==> src/rtl/biriscv_issue_queue.sv <==
// biriscv_issue_queue: two-in / two-out in-order instruction buffer
// between decode and issue. Optional perf counter: BIRISCV_IQ_PERF_EN.
module biriscv_issue_queue #(
    parameter int DEPTH   = 8,
    parameter int DEPTH_W = 3
) (
    input  logic               clk_i,
    input  logic               rst_ni,
    input  logic               flush_i,
    input  logic               in0_valid_i,
    input  logic [31:0]        in0_instr_i,
    input  logic [31:0]        in0_pc_i,
    input  logic [9:0]         in0_flags_i,
    output logic               in0_accept_o,
    input  logic               in1_valid_i,
    input  logic [31:0]        in1_instr_i,
    input  logic [31:0]        in1_pc_i,
    input  logic [9:0]         in1_flags_i,
    output logic               in1_accept_o,
    output logic               out0_valid_o,
    output logic [31:0]        out0_instr_o,
    output logic [31:0]        out0_pc_o,
    output logic [9:0]         out0_flags_o,
    input  logic               out0_accept_i,
    output logic               out1_valid_o,
    output logic [31:0]        out1_instr_o,
    output logic [31:0]        out1_pc_o,
    output logic [9:0]         out1_flags_o,
    input  logic               out1_accept_i,
    output logic [DEPTH_W:0]   count_o,
    output logic [31:0]        stall_cycles_o
);

    typedef struct packed {
        logic [31:0] instr;
        logic [31:0] pc;
        logic [9:0]  flags;
    } entry_t;

    localparam logic [DEPTH_W:0] CNT_M1 = (DEPTH_W+1)'(DEPTH - 1);
    localparam logic [DEPTH_W:0] CNT_M2 = (DEPTH_W+1)'(DEPTH - 2);
    localparam logic [DEPTH_W:0] CNT_1  = (DEPTH_W+1)'(1);

    entry_t               mem_q [DEPTH];
    logic [DEPTH_W-1:0]   rd_ptr_q, rd_ptr_d;
    logic [DEPTH_W-1:0]   wr_ptr_q, wr_ptr_d;
    logic [DEPTH_W:0]     count_q, count_d;

    logic                 enq0, enq1, deq0, deq1;
    logic [DEPTH_W:0]     enq_n, deq_n;
    logic [DEPTH_W-1:0]   wr_idx1, rd_idx1;
    entry_t               in0_e, in1_e, head_e, next_e;

    assign in0_e = '{instr: in0_instr_i, pc: in0_pc_i, flags: in0_flags_i};
    assign in1_e = '{instr: in1_instr_i, pc: in1_pc_i, flags: in1_flags_i};

    // Accepts look only at current occupancy; dequeues give no credit.
    assign in0_accept_o = !flush_i && (count_q <= CNT_M1);
    assign in1_accept_o = !flush_i && (count_q <= CNT_M2);

    assign enq0 = in0_valid_i && in0_accept_o;
    assign enq1 = in1_valid_i && in1_accept_o && (enq0 || !in0_valid_i);

    assign out0_valid_o = (count_q != '0);
    assign out1_valid_o = (count_q > CNT_1);

    assign deq0 = out0_valid_o && out0_accept_i;
    assign deq1 = out1_valid_o && out1_accept_i && deq0;

    assign enq_n = {{DEPTH_W{1'b0}}, enq0} + {{DEPTH_W{1'b0}}, enq1};
    assign deq_n = {{DEPTH_W{1'b0}}, deq0} + {{DEPTH_W{1'b0}}, deq1};

    assign wr_idx1 = wr_ptr_q + DEPTH_W'(1);
    assign rd_idx1 = rd_ptr_q + DEPTH_W'(1);

    assign head_e = mem_q[rd_ptr_q];
    assign next_e = mem_q[rd_idx1];

    assign out0_instr_o = head_e.instr;
    assign out0_pc_o    = head_e.pc;
    assign out0_flags_o = head_e.flags;
    assign out1_instr_o = next_e.instr;
    assign out1_pc_o    = next_e.pc;
    assign out1_flags_o = next_e.flags;
    assign count_o      = count_q;

    // Next pointers/occupancy; flush drops all same-cycle traffic.
    always_comb begin
        rd_ptr_d = rd_ptr_q;
        wr_ptr_d = wr_ptr_q;
        count_d  = count_q;
        if (flush_i) begin
            rd_ptr_d = '0;
            wr_ptr_d = '0;
            count_d  = '0;
        end else begin
            rd_ptr_d = rd_ptr_q + deq_n[DEPTH_W-1:0];
            wr_ptr_d = wr_ptr_q + enq_n[DEPTH_W-1:0];
            count_d  = count_q + enq_n - deq_n;
        end
    end

    // Pointer and occupancy registers.
    always_ff @(posedge clk_i or negedge rst_ni) begin
        if (!rst_ni) begin
            rd_ptr_q <= '0;
            wr_ptr_q <= '0;
            count_q  <= '0;
        end else begin
            rd_ptr_q <= rd_ptr_d;
            wr_ptr_q <= wr_ptr_d;
            count_q  <= count_d;
        end
    end

    // Storage; a lone slot-1 instruction lands at wr_ptr.
    always_ff @(posedge clk_i) begin
        if (enq0)
            mem_q[wr_ptr_q] <= in0_e;
        if (enq1)
            mem_q[enq0 ? wr_idx1 : wr_ptr_q] <= in1_e;
    end

`ifdef BIRISCV_IQ_PERF_EN
    logic [31:0] stall_q;
    logic        stall_inc;

    assign stall_inc = in0_valid_i && !in0_accept_o && !flush_i;

    // Saturating backpressure counter, cleared only by reset.
    always_ff @(posedge clk_i or negedge rst_ni) begin
        if (!rst_ni)
            stall_q <= '0;
        else if (stall_inc && (stall_q != 32'hFFFF_FFFF))
            stall_q <= stall_q + 32'd1;
    end

    assign stall_cycles_o = stall_q;
`else
    assign stall_cycles_o = 32'd0;
`endif

endmodule

==> config.mk <==
export PLATFORM = sky130hd
export DESIGN_NAME = biriscv_issue_queue
export DESIGN_NICKNAME = d
export VERILOG_FILES = /design/src/rtl/biriscv_issue_queue.sv
export SDC_FILE = /design/constraint.sdc
export NUM_CORES = 1
export LEC_CHECK = 0
export BUFFER_PORTS_ARGS = -buffer_cell sky130_fd_sc_hd__buf_2
export CAP_MARGIN = 20
export CORE_ASPECT_RATIO = 0.9
export CORE_MARGIN = 5
export CORE_UTILIZATION = 35
export CTS_CLUSTER_DIAMETER = 40
export DETAILED_ROUTE_END_ITERATION = 8
export PLACE_DENSITY = 0.51
export SLEW_MARGIN = 30
export SYNTH_ARGS = -nofsm -noshare
export SYNTH_HDL_FRONTEND = slang
export SYNTH_SLANG_ARGS = --single-unit
==> constraint.sdc <==
create_clock -name clk_i -period 7.25 [get_ports clk_i]
set_clock_uncertainty 0.2 [all_clocks]
set_input_delay 0.725 -clock clk_i [delete_from_list [all_inputs] [get_ports clk_i]]
set_output_delay 0.725 -clock clk_i [all_outputs]
set_load 0.02 [all_outputs]
==> flow_summary_export.csv <==
group,metric,value,unit
sta,setup_slack,2430,ps
worst_setup_path,crit_cells,6,
placement,place_inst,3472,
worst_setup_path,critical_path_class,"flip-flop to output port",
worst_setup_path,cpLargestDelayFamily,"buffers and inverters",
floorplan,die_area,107000,um^2
placement,routabilityCongestion,0.752,
routing,drc_errors,0,
sta,rsz0062_at_grt,"false",
sta,slew_violations,0,
clocking,worstSkewPairLatency,680,ps
placement,io_buffers,310,
sta,hold_viol_final,0,
clocking,cts-buffers-inserted,115,
pwr,ir_drop,0.287,mV
floorplan,core,99900,um^2
worst_setup_path,rrSetupSlack,3180,ps
global_route,grt_max_degree,149,
worst_hold_path,hp-start,"flush_i",
cells_and_area,post-route-util,0.420,
clocking,htreeDepth,3,
global_route,grt_pass1_vias,22314,
routing,drt_first_pass_iters,5,
global_route,gr-total-overflow,0,
floorplan,die_x,344,um
cells_and_area,syn2layout_area_growth,19.3,%
worst_setup_path,slowest_stage,"buf_4",
worst_setup_path,path_cells,"buf_12, buf_16, buf_4, mux4_2, mux2_2, buf_2",
worst_setup_path,cp.arrival,3900,ps
placement,hpwl,59200,um
synthesis,yosysWarnings,0,
floorplan,start_util,0.352,
worst_setup_path,rr_worst_depth,8,
clocking,root_buffer,"clkbuf_16",
synthesis,ys_seq_elements,602,
cells_and_area,layout_common_cells,"592 x edfxtp_1, 480 x mux2_1, 310 x buf_2",
synthesis,yosysSeqAreaShare,0.512,
worst_setup_path,start_kind,"flip-flop",
cells_and_area,mostFrequentLayoutCell,"edfxtp_1",
routing,ant_nets,0,
routing,vias,20462,
floorplan,rows,110,
clocking,cts.clk_slew.worst_paths,50,ps
synthesis,synth_area,35200,um^2
routing,vias_per_cell,5.52,
global_route,gr-usage-all-layers,0.198,
sta,fmax,207,MHz
worst_setup_path,worst_setup_path_end_kind,"output port",
pwr,p_leak,13.8,nW
synthesis,syn_area_per_cell,18.2,um^2
clocking,cts_buffer_depth,3,
pwr,cellPowerDensity,362,nW/um^2
worst_setup_path,critical_path_buf_inv_count,4,
routing,wl_per_cell,28.9,um
global_route,antenna_found_initial,24,
run_status,outcome,"completed",
routing,wl,107000,um
cells_and_area,drive_gt1_frac,0.480,
clocking,postCtsSetupBuffers,0,
placement,place_area,37900,um^2
routing,drtIter0Drc,1508,
sta,setup_violations,0,
floorplan,die_y,311,um
worst_hold_path,min_path_type,"primary input to flip-flop",
sta,worst_slew_pin_slew,1000,ps
sta,fin_crit,4820,ps
cells_and_area,nNetsFinal,2420,
worst_hold_path,whs_path_depth,2,
placement,pre_cts_ws,3010,ps
sta,finalHoldWorstSlack,183,ps
synthesis,ys_types,45,
worst_setup_path,worstSetupStartpoint,"rd_ptr_q[0]",
sta,relSlewSlack,0.334,
cells_and_area,final_cell_area,42000,um^2
clocking,cts_tree,"yes",
worst_setup_path,r2r-start,"wr_ptr_q[0]",
floorplan,io_pins,343,
global_route,grt_pass1_wl,156000,um
cells_and_area,layoutNonFillerInstCount,3708,
sta,min_period_over_period,0.665,
pwr,total_power,15.2,mW
worst_setup_path,worst_r2r_endpoint,"mem_q[6][55]",
flow_run,cap_violations,0,
synthesis,synthCells,1931,
worst_setup_path,cp.required,6320,ps
sta,tns,0,ps
worst_setup_path,crit_path_max_fanout,79,
worst_hold_path,holdPathEnd,"rd_ptr_q[2]",
clocking,cts_sinks,602,
worst_setup_path,slowest_delay,710,ps
## state kept, by name, summed over array words and instances, names as in the netlist
name and count:
rd_ptr_q 3, mem_q 592, count_o 4, wr_ptr_q 3
## timing repair
item	4_1_cts	5_1_grt
resized for setup	0	0
hold endpoints to repair	10	0
hold buffers	1	0
## report_power, final
part | switching, mW | leakage (nW) | internal [mW]
Combinational | 3.03 | 6.36 | 2.52
Clock | 1.93 | 1.91 | 3.53
Sequential | 0.148 | 5.48 | 4.05
## Yosys cell counts, drive strengths merged
library cell | number | area, um^2
nand4 | 3 | 18.8
or3 | 1 | 6.26
a21bo | 1 | 10.0
a2111oi | 2 | 30.0
and2b | 1 | 7.51
ha | 11 | 138
dfrtp | 10 | 250
nand2b | 4 | 25.0
and4 | 1 | 8.76
mux4 | 296 | 6670
o211a | 1 | 10.0
o21ai | 7 | 42.5
mux2 | 740 | 8330
xor2 | 2 | 17.5
nor2b | 6 | 37.5
and2 | 4 | 25.0
a211oi | 1 | 7.51
or2 | 1 | 6.26
a21o | 1 | 7.51
fa | 4 | 80.1
and3 | 4 | 25.0
nand2 | 6 | 22.5
buf | 143 | 1200
nand4b | 2 | 17.5
xnor2 | 3 | 26.3
o22ai | 8 | 50.1
a21oi | 10 | 80.1
clkbuf | 38 | 143
nand3 | 2 | 15.0
inv | 15 | 56.3
conb | 1 | 3.75
o21bai | 2 | 15.0
o32ai | 2 | 17.5
edfxtp | 592 | 17800
nor2 | 6 | 22.5
## how the worst max path moves through the flow
| stage | end | slack [ps] |
|---|---|---|
| finish | out1_instr_o[31] | 2430 |
| global route | out1_instr_o[31] | 2170 |
| CTS | out1_pc_o[16] | 2280 |
| detailed placement | mem_q[5][8] | 3010 |
| global placement | out1_instr_o[3] | 2950 |
| floorplan | mem_q[1][0] | 1150 |
## per-layer routing
| layer | global-route usage | up-vias | share of wire |
|---|---|---|---|
| met3 | 0.0495 | 172 | 0.062 |
| met1 | 0.264 | 10949 | 0.43 |
| met4 | 0.0492 | 12 | 0.023 |
| li1 | - | 8746 | - |
| met5 | 0 | - | 0.00086 |
| met2 | 0.325 | 583 | 0.48 |
## cell families (layout without fill, tap and decap cells)
family	count (synthesis)	after routing	share of synthesized area
adders and majority gates	15	15	0.00618
other	1	46	0.000107
DFF	602	602	0.512
AOI/OAI and AO/OA	35	35	0.00768
xor gates and xnor gates	5	5	0.00124
and+or+nand+nor	41	41	0.00675
buffers and inverters	196	584	0.0399
muxes	1036	1036	0.426
## area by class of cell
class / instances / area (um^2)
multi-input combinational: 1164 / 16100
fill: 8928 / 57900
sequential: 602 / 18000
inverter: 15 / 56.3
antenna: 14 / 35.0
clock inverter: 96 / 1070
tap: 1344 / 1680
clock buffer: 121 / 2900
timing repair buffer: 352 / 2100
Power figures use the tool's default switching activity.
